[src/rtl/enemy_pkg.sv]
// enemy_pkg: shared enemy group indices, group FSM state type and guard default
package enemy_pkg;
  localparam int FLY_FIRST_DEF = 0;
  localparam int FLY_LAST_DEF = 16;
  localparam int SPIDER_FIRST_DEF = 17;
  localparam int SPIDER_LAST_DEF = 20;
  localparam int MOSQ_FIRST_DEF = 21;
  localparam int MOSQ_LAST_DEF = 22;
  localparam int GUARD_CYCLES_DEF = 2;
  typedef enum logic [1:0] {SPAWN, GUARD, ACTIVE, WAIT} group_state_e;
endpackage

[src/rtl/enemy_group_respawn.sv]
// enemy_group_respawn: one enemy group's respawn FSM and frame timer
// Ports: clk25/reset (async active-high); frame_tick, game_active, group_all_dead,
// delay (frames to wait) in; pulse = registered one-cycle respawn strobe out.
// WAVE_SPEEDUP_EN: when defined, delay is latched on entry to WAIT.
module enemy_group_respawn
  import enemy_pkg::*;
#(
  parameter int GUARD_CYCLES = GUARD_CYCLES_DEF
) (
  input  logic       clk25,
  input  logic       reset,
  input  logic       frame_tick,
  input  logic       game_active,
  input  logic       group_all_dead,
  input  logic [7:0] delay,
  output logic       pulse
);
  group_state_e state, state_n;
  logic [7:0] timer, timer_n, delay_q;
`ifdef WAVE_SPEEDUP_EN
  always_ff @(posedge clk25 or posedge reset)
    if (reset) delay_q <= '0;
    else if (state == ACTIVE && group_all_dead) delay_q <= delay;
`else
  assign delay_q = delay;
`endif
  // timer doubles as the guard counter and the frame counter
  always_comb begin
    state_n = state;
    timer_n = timer;
    case (state)
      SPAWN: begin
        state_n = GUARD;
        timer_n = '0;
      end
      GUARD: begin
        state_n = (timer == 8'(GUARD_CYCLES - 1)) ? ACTIVE : GUARD;
        timer_n = (timer == 8'(GUARD_CYCLES - 1)) ? '0 : timer + 8'd1;
      end
      ACTIVE: begin
        state_n = group_all_dead ? WAIT : ACTIVE;
        timer_n = '0;
      end
      WAIT: if (frame_tick && game_active) begin
        state_n = (timer == delay_q - 8'd1) ? SPAWN : WAIT;
        timer_n = (timer == delay_q - 8'd1) ? '0 : timer + 8'd1;
      end
      default: state_n = SPAWN;
    endcase
  end
  always_ff @(posedge clk25 or posedge reset)
    if (reset) begin
      state <= SPAWN;
      timer <= '0;
      pulse <= 1'b0;
    end else begin
      state <= state_n;
      timer <= timer_n;
      pulse <= (state == SPAWN);
    end
endmodule

[src/rtl/enemy_wave_scheduler.sv]
// enemy_wave_scheduler: group respawn sequencing plus kill and wave counting
// Ports: clk25/reset (async active-high); frame_tick, game_active, enemy_alive in;
// reset_fly/reset_spider/reset_mosquito respawn pulses, kill_count (saturating),
// wave_num (wrapping), all_clear pulse out.
// WAVE_SPEEDUP_EN: shortens the respawn delay by 8 frames per wave, floor 16.
module enemy_wave_scheduler
  import enemy_pkg::*;
#(
  parameter int ENEMY_COUNT = 23,
  parameter int FLY_FIRST = FLY_FIRST_DEF,
  parameter int FLY_LAST = FLY_LAST_DEF,
  parameter int SPIDER_FIRST = SPIDER_FIRST_DEF,
  parameter int SPIDER_LAST = SPIDER_LAST_DEF,
  parameter int MOSQ_FIRST = MOSQ_FIRST_DEF,
  parameter int MOSQ_LAST = MOSQ_LAST_DEF,
  parameter int RESPAWN_FRAMES = 120,
  parameter int GUARD_CYCLES = GUARD_CYCLES_DEF
) (
  input  logic                   clk25,
  input  logic                   reset,
  input  logic                   frame_tick,
  input  logic                   game_active,
  input  logic [ENEMY_COUNT-1:0] enemy_alive,
  output logic                   reset_fly,
  output logic                   reset_spider,
  output logic                   reset_mosquito,
  output logic [15:0]            kill_count,
  output logic [7:0]             wave_num,
  output logic                   all_clear
);
  localparam int KW = $clog2(ENEMY_COUNT + 1);
  logic [ENEMY_COUNT-1:0] prev_alive, dead_now;
  logic [KW-1:0] kills;
  logic [16:0] kill_sum;
  logic [7:0] delay;
  logic [2:0] grp_dead, pulses;
  logic clear_evt;
  assign dead_now = prev_alive & ~enemy_alive;
  always_comb begin
    kills = '0;
    for (int i = 0; i < ENEMY_COUNT; i++) kills = kills + KW'(dead_now[i]);
  end
  assign kill_sum = {1'b0, kill_count} + 17'(kills);
  assign clear_evt = ~|enemy_alive & |prev_alive;
  assign grp_dead = {~|enemy_alive[MOSQ_LAST:MOSQ_FIRST],
                     ~|enemy_alive[SPIDER_LAST:SPIDER_FIRST],
                     ~|enemy_alive[FLY_LAST:FLY_FIRST]};
`ifdef WAVE_SPEEDUP_EN
  logic [11:0] wave_x8;
  // compare before subtracting so the 12-bit difference never wraps
  assign wave_x8 = {1'b0, wave_num, 3'b000};
  assign delay = (wave_x8 + 12'd16 >= 12'(RESPAWN_FRAMES)) ? 8'd16 : 8'(12'(RESPAWN_FRAMES) - wave_x8);
`else
  assign delay = 8'(RESPAWN_FRAMES);
`endif
  for (genvar g = 0; g < 3; g++) begin : grp
    enemy_group_respawn #(.GUARD_CYCLES(GUARD_CYCLES)) u_grp (
      .clk25(clk25),
      .reset(reset),
      .frame_tick(frame_tick),
      .game_active(game_active),
      .group_all_dead(grp_dead[g]),
      .delay(delay),
      .pulse(pulses[g])
    );
  end
  assign {reset_mosquito, reset_spider, reset_fly} = pulses;
  always_ff @(posedge clk25 or posedge reset)
    if (reset) begin
      prev_alive <= '0;
      kill_count <= '0;
      wave_num <= '0;
      all_clear <= 1'b0;
    end else begin
      prev_alive <= enemy_alive;
      kill_count <= kill_sum[16] ? 16'hFFFF : kill_sum[15:0];
      wave_num <= wave_num + 8'(clear_evt);
      all_clear <= clear_evt;
    end
endmodule

[config.mk]
export PLATFORM = sky130hd
export DESIGN_NAME = enemy_wave_scheduler
export DESIGN_NICKNAME = d
export VERILOG_FILES = /design/src/rtl/enemy_pkg.sv /design/src/rtl/enemy_group_respawn.sv /design/src/rtl/enemy_wave_scheduler.sv
export SDC_FILE = /design/constraint.sdc
export NUM_CORES = 1
export LEC_CHECK = 0
export CORE_MARGIN = 3
export CORE_UTILIZATION = 56
export DETAILED_ROUTE_END_ITERATION = 16
export PLACE_DENSITY = 0.88
export SLEW_MARGIN = 20
export SYNTH_ARGS = -nofsm -noshare
export SYNTH_HDL_FRONTEND = slang
export SYNTH_SLANG_ARGS = --single-unit
[constraint.sdc]
create_clock -name clk25 -period 5.7 [get_ports clk25]
set_input_delay 0.57 -clock clk25 [delete_from_list [all_inputs] [get_ports clk25]]
set_output_delay 0.57 -clock clk25 [all_outputs]
set_load 0.01 [all_outputs]
== Word-level counts from Yosys, hierarchy flattened ==
Cells that the tools add are included.

* Bits in registers: 81
* Word-level logic and storage cells: 102

* Mux-type cells: 28
* Equal/unequal tests: 18
* Bitwise operators: 3
* Reductions and logical operators: 13
* $add $sub $neg: 27

{| class="wikitable"
|+ Operator list
! operator !! count
|-
| adder 5 x 1 -> 5 bit || 18
|-
| two-way mux 8 bit || 9
|-
| case mux 8 bit (3 select lines) || 3
|-
| OR reduction 23 bit || 2
|-
| adder 8 x 1 -> 8 bit (second input constant) || 3
|-
| == test 8 x 1 -> 1 bit (second input constant) || 3
|-
| == test 8 x 7 -> 1 bit (second input constant) || 3
|-
| case mux 2 bit (4 select lines) || 3
|-
| bitwise AND 23 bit || 1
|-
| inverter 23 bit || 1
|-
| two-way mux 2 bit || 9
|-
| adder 16 x 5 -> 17 bit || 1
|-
| OR reduction 17 bit || 1
|-
| two-way mux 16 bit || 1
|-
| == test 2 bit (second input constant) || 6
|-
| adder 8 x 1 -> 8 bit || 1
|-
| OR reduction 2 bit || 4
|-
| == test 2 x 1 -> 1 bit (second input constant) || 3
|-
| logical NOT 2 bit || 3
|-
| adder 4 x 1 -> 5 bit || 1
|-
| adder 3 x 1 -> 4 bit || 1
|-
| != test 2 bit (second input constant) || 2
|-
| OR reduction 4 bit || 1
|-
| adder 2 x 1 -> 3 bit || 1
|-
| other kinds (6) || 8
|}

== Longest topological paths before layout ==
* Depth in word-level cells: 26
* Mapped depth: 16
* Mapped depth without buffers: 16

== By module ==
From an unflattened synthesis, not the netlist that was laid out.

* Cells, all modules: 507
* Area total of the unflattened synthesis: 5201.2 um2

{| class="wikitable"
|+ Modules (own cells, without submodules)
! module !! cells each !! area an instance (um2) !! times used
|-
| enemy_wave_scheduler || 234 || 2712.6 || 1
|-
| enemy_group_respawn || 91 || 829.5 || 3
|}

== Worst setup path before layout ==
OpenSTA, ideal clock, no wires.

* Path kind: input to register
* Start point: in enemy_alive[10]
* End point: reg kill_count[13]
* Data required time: 5575 ps
* Data arrival time: 5046 ps
* Library setup time: 125 ps
* Path buffers: 0
* Path slack: 530 ps
* Stages: 14
* Cells stage by stage: nand2b_1 > fa_1 > fa_1 > fa_1 > fa_1 > inv_1 > fa_1 > ha_1 > fa_1 > a21o_1 > a221oi_1 > or4_1 > nand2_1 > mux2_2

* Longest elaborated chain between the ends: 17

{| class="wikitable"
|+ Ends and longest elaborated chain
! what !! line !! text
|-
| from (decl) || enemy_wave_scheduler.sv:23 || <nowiki>input logic [ENEMY_COUNT-1:0] enemy_alive,</nowiki>
|-
| inverter 23 bit || enemy_wave_scheduler.sv:38 || <nowiki>assign dead_now = prev_alive & ~enemy_alive;</nowiki>
|-
| bitwise AND 23 bit || enemy_wave_scheduler.sv:38 ||
|-
| adder 5 x 1 -> 5 bit (13 in a row) || enemy_wave_scheduler.sv:41 || <nowiki>for (int i = 0; i < ENEMY_COUNT; i++) kills = kills + KW'(dead_now[i]);</nowiki>
|-
| adder 16 x 5 -> 17 bit || enemy_wave_scheduler.sv:43 || <nowiki>assign kill_sum = {1'b0, kill_count} + 17'(kills);</nowiki>
|-
| two-way mux 16 bit || enemy_wave_scheduler.sv:76 || <nowiki>kill_count <= kill_sum[16] ? 16'hFFFF : kill_sum[15:0];</nowiki>
|-
| to (signal assigned) || enemy_wave_scheduler.sv:76 ||
|-
| to (decl) || enemy_wave_scheduler.sv:27 || <nowiki>output logic [15:0] kill_count,</nowiki>
|}

Every way passes these cells.
A chain may end at the register's enable or synchronous reset.

== Final worst setup path ==
* Start point: in enemy_alive[10]
* End point: reg kill_count[11]

Same word-level chain as after synthesis.

==> impl_results.md <==
- Filler Cell Count: 529
- Fmax: 187 MHz
- Clk_skew: 0.0109 ns
- Max cap viols: 0
- # rows: 31
- Initial antenna violation count: 0
- Final hold vios: 0
- Post-synthesis net count: 476
- Outcome: finished clean
- # Post-CTS Setup Buffers: 0
- Tmin final: 5.34 ns
- DP HPWL: 7.20 mm
- CP peak stage delay: 0.61 ns
- Largest net degree at the start of global routing: 44
- Crit-path cells: clkdlybuf4s50_1 > nand2b_1 > fa_1 > fa_1 > fa_1 > fa_1 > inv_1 > fa_1 > ha_1 > fa_1 > a21o_1 > a221oi_2 > or4_1 > nand2_1 > mux2_2
- Crit-path max FO: 3
- Fin. max-slew vios: 0
- Initial DRC count: 147
- Crit-path slowest cell: fa_1
- Vias in the first global route: 3,449
- Remaining antenna violation count: 0
- Setup tns final: 0 ns
- Post-synth EDFFs: 0
- Starting density of the core: 58.7%
- Clock Pin Slew Worst Setup and Hold Paths: 0.08 ns
- Clk buf depth: 2
- Power Density: 437 mW/mm^2
- Area Overhead vs Synth: 20.3%
- Relative slew slack: 46.1%
- Slew @ Worst Pin: 0.807 ns
- Setup ws final: 0.360 ns
- Residual DRC: 0
- Vias: 3,369
- H-tree levels: 3
- CTS Buf Count: 9
- Critical path class: in2reg
- Type of origin of the critical path: primary input
- Number of distinct library cells after synthesis: 42
- CTS tree: done
- Chip height: 93.9 um
- Drt pass-1 iters: 4
- # port buffers: 54
- Worst Path Arrival: 5.58 ns
- Proportion of layout cells with a drive suffix above 1: 7.26%
- Maximum vdd drop: 0.000592 V
- Clock Latency Late Sink: 0.36 ns
- Crit path top cell by count: fa_1
- Ports: 55
- Vias/cell: 5.80
- Highest-count cells in the layout ignoring fill and taps: dfrtp_1 (81), clkdlybuf4s50_1 (54), nand2_1 (44), inv_1 (28), ha_1 (20)
- Grt total ovfl: 0
- Root buf cell: clkbuf_8
- Post-Syn Instances: 411
- Antenna cell count: 0
- Data required, critical path: 5.94 ns
- GRT Util Overall: 23.0%
- Nets: 545
- Die footprint: 0.00881 sq mm
- Post-place setup slack: -0.151 ns
- Async SR Flop Fraction: 100%
- Final cycle utilization of the critical path: 93.7%
- Routability Congestion: 0.920
- Ys flop type: dfrtp_1
- Worst Hold Class: reg2reg
- RSZ-0062 raised after global routing: no
- Core ar.: 0.00737 sq mm
- Post-Route WL: 9.49 mm
- CTS Sinks: 81
- Die Wd: 93.9 um
- Post-synthesis sequential area ratio: 46.9%
- Critical Path Sink Type: flop
- Setup violators final: 0
- Mean Syn Cell Area: 10.5 sq um
- Synth warnings: 0
- Post-DR wirelength/cell: 16.3 um
- P_leak: 2.47 nW
- Yosys reg bits: 81
- Commonest non-fill, non-tap cell in the layout: dfrtp_1
- First-pass GRT wire length: 15.9 mm
- Mapped cell area: 0.00433 sq mm
[through the flow]
| step | instances | hold slack [ns] | area [sq um] | power (mW) | util, % |
|---|---|---|---|---|---|
| final | 581 | 0.501 | 5200 | 2.27 | 70.6 |
| after global routing | 581 | 0.509 | 5200 | 2.48 | 70.6 |
| after CTS | 581 | 0.504 | 5200 | 2.27 | 70.5 |
| after detailed placement | 568 | 0.489 | 5040 | 1.89 | 68.4 |
| after global placement | 568 | 0.460 | 5040 | 1.83 | 68.4 |
| after floorplan | 411 | 0.471 | 4330 | 1.56 | - |
[per-layer routing]
layer	share of wire (%)	vias up	track usage (%)
met2	50	90	39.3
met1	43	1680	28.9
met5	0	-	0
met3	4.7	17	6.17
met4	1.4	0	5.90
li1	-	1582	-
[synthesized netlist by cell type (all sizes together) (5+ instances only)]
cell     n  area share, %
and3    13            1.9
ha      20            5.8
nor4    15            2.2
fa      18            8.3
mux2     6            1.6
or4      7            1.4
xnor2    9            1.8
a21oi   12            1.4
nor2    19            1.6
o21ai   19            2.2
nand2   44            3.8
nor3    11            1.3
nor2b    9            1.3
nand2b  18            2.6
nand3   17            2.3
xor2     5            1.0
a21o    17            3.0
inv     29            2.5
dfrtp   81             47
[power by group]
part / switching, mW / total, mW / internal (mW)
Clock: 0.200 / 0.362 / 0.162
Sequential: 0.0892 / 0.762 / 0.672
Combinational: 0.619 / 1.15 / 0.528
[final cells by class]
cell class	count	area, sq um	share of cell area [%]
Clock buffer	10	138	2.65
Clock inverter	3	20.0	0.385
Inverter	29	109	2.09
Multi-Input combinational cell	295	2170	41.7
Sequential cell	81	2030	39.0
Tap cell	99	124	2.38
Timing Repair Buffer	64	616	11.8
[final timing paths]
| check | cells after the start | start | to | slack, ns |
|---|---|---|---|---|
| worst max-delay path | 15 | enemy_alive[10] | kill_count[11] | 0.36 |
| worst min-delay path | 1 | wave_num[7] | wave_num[7] | 0.50 |
| worst max register to register | 15 | prev_alive[4] | kill_count[11] | 0.57 |
| worst min register to register | 1 | wave_num[7] | wave_num[7] | 0.50 |
| max in group asynchronous | 3 | reset | prev_alive[3] | 3.99 |
| min in group asynchronous | 2 | reset | grp[2].u_grp.pulse | 0.68 |
[registers in the layout, indices dropped and copies added, names as in the netlist]
signal / count
grp.u_grp.timer: 24
prev_alive: 23
kill_count: 16
wave_num: 8
grp.u_grp.state: 6
grp.u_grp.pulse: 3
all_clear: 1
[worst max-delay path: cells and delay by family]
family                     cells  cell delay [ns]
AOI/OAI and AO/OA              2             0.53
buffers and inverters          2             0.51
adders and majority gates      7             3.23
and+or+nand+nor                3             0.48
muxes                          1             0.27
[cell families (layout without fill, tap and decap cells)]
kind of cell	after synthesis	in the layout	share of synthesized area (%)
flops	81	81	46.9
buf+inv	35	106	3.12
compound gates	65	65	9.89
simple gates	171	171	21.4
fa+ha+maj	38	38	14.1
xor+xnor	14	14	2.83
mux	7	7	1.79
[what timing repair did]
action                     CTS  global route
hold buffers                 0             0
hold endpoints to repair     0             0
setup endpoints to repair    0             7
resized for setup            0             1
No activity file was read; power rests on OpenSTA's default activity.
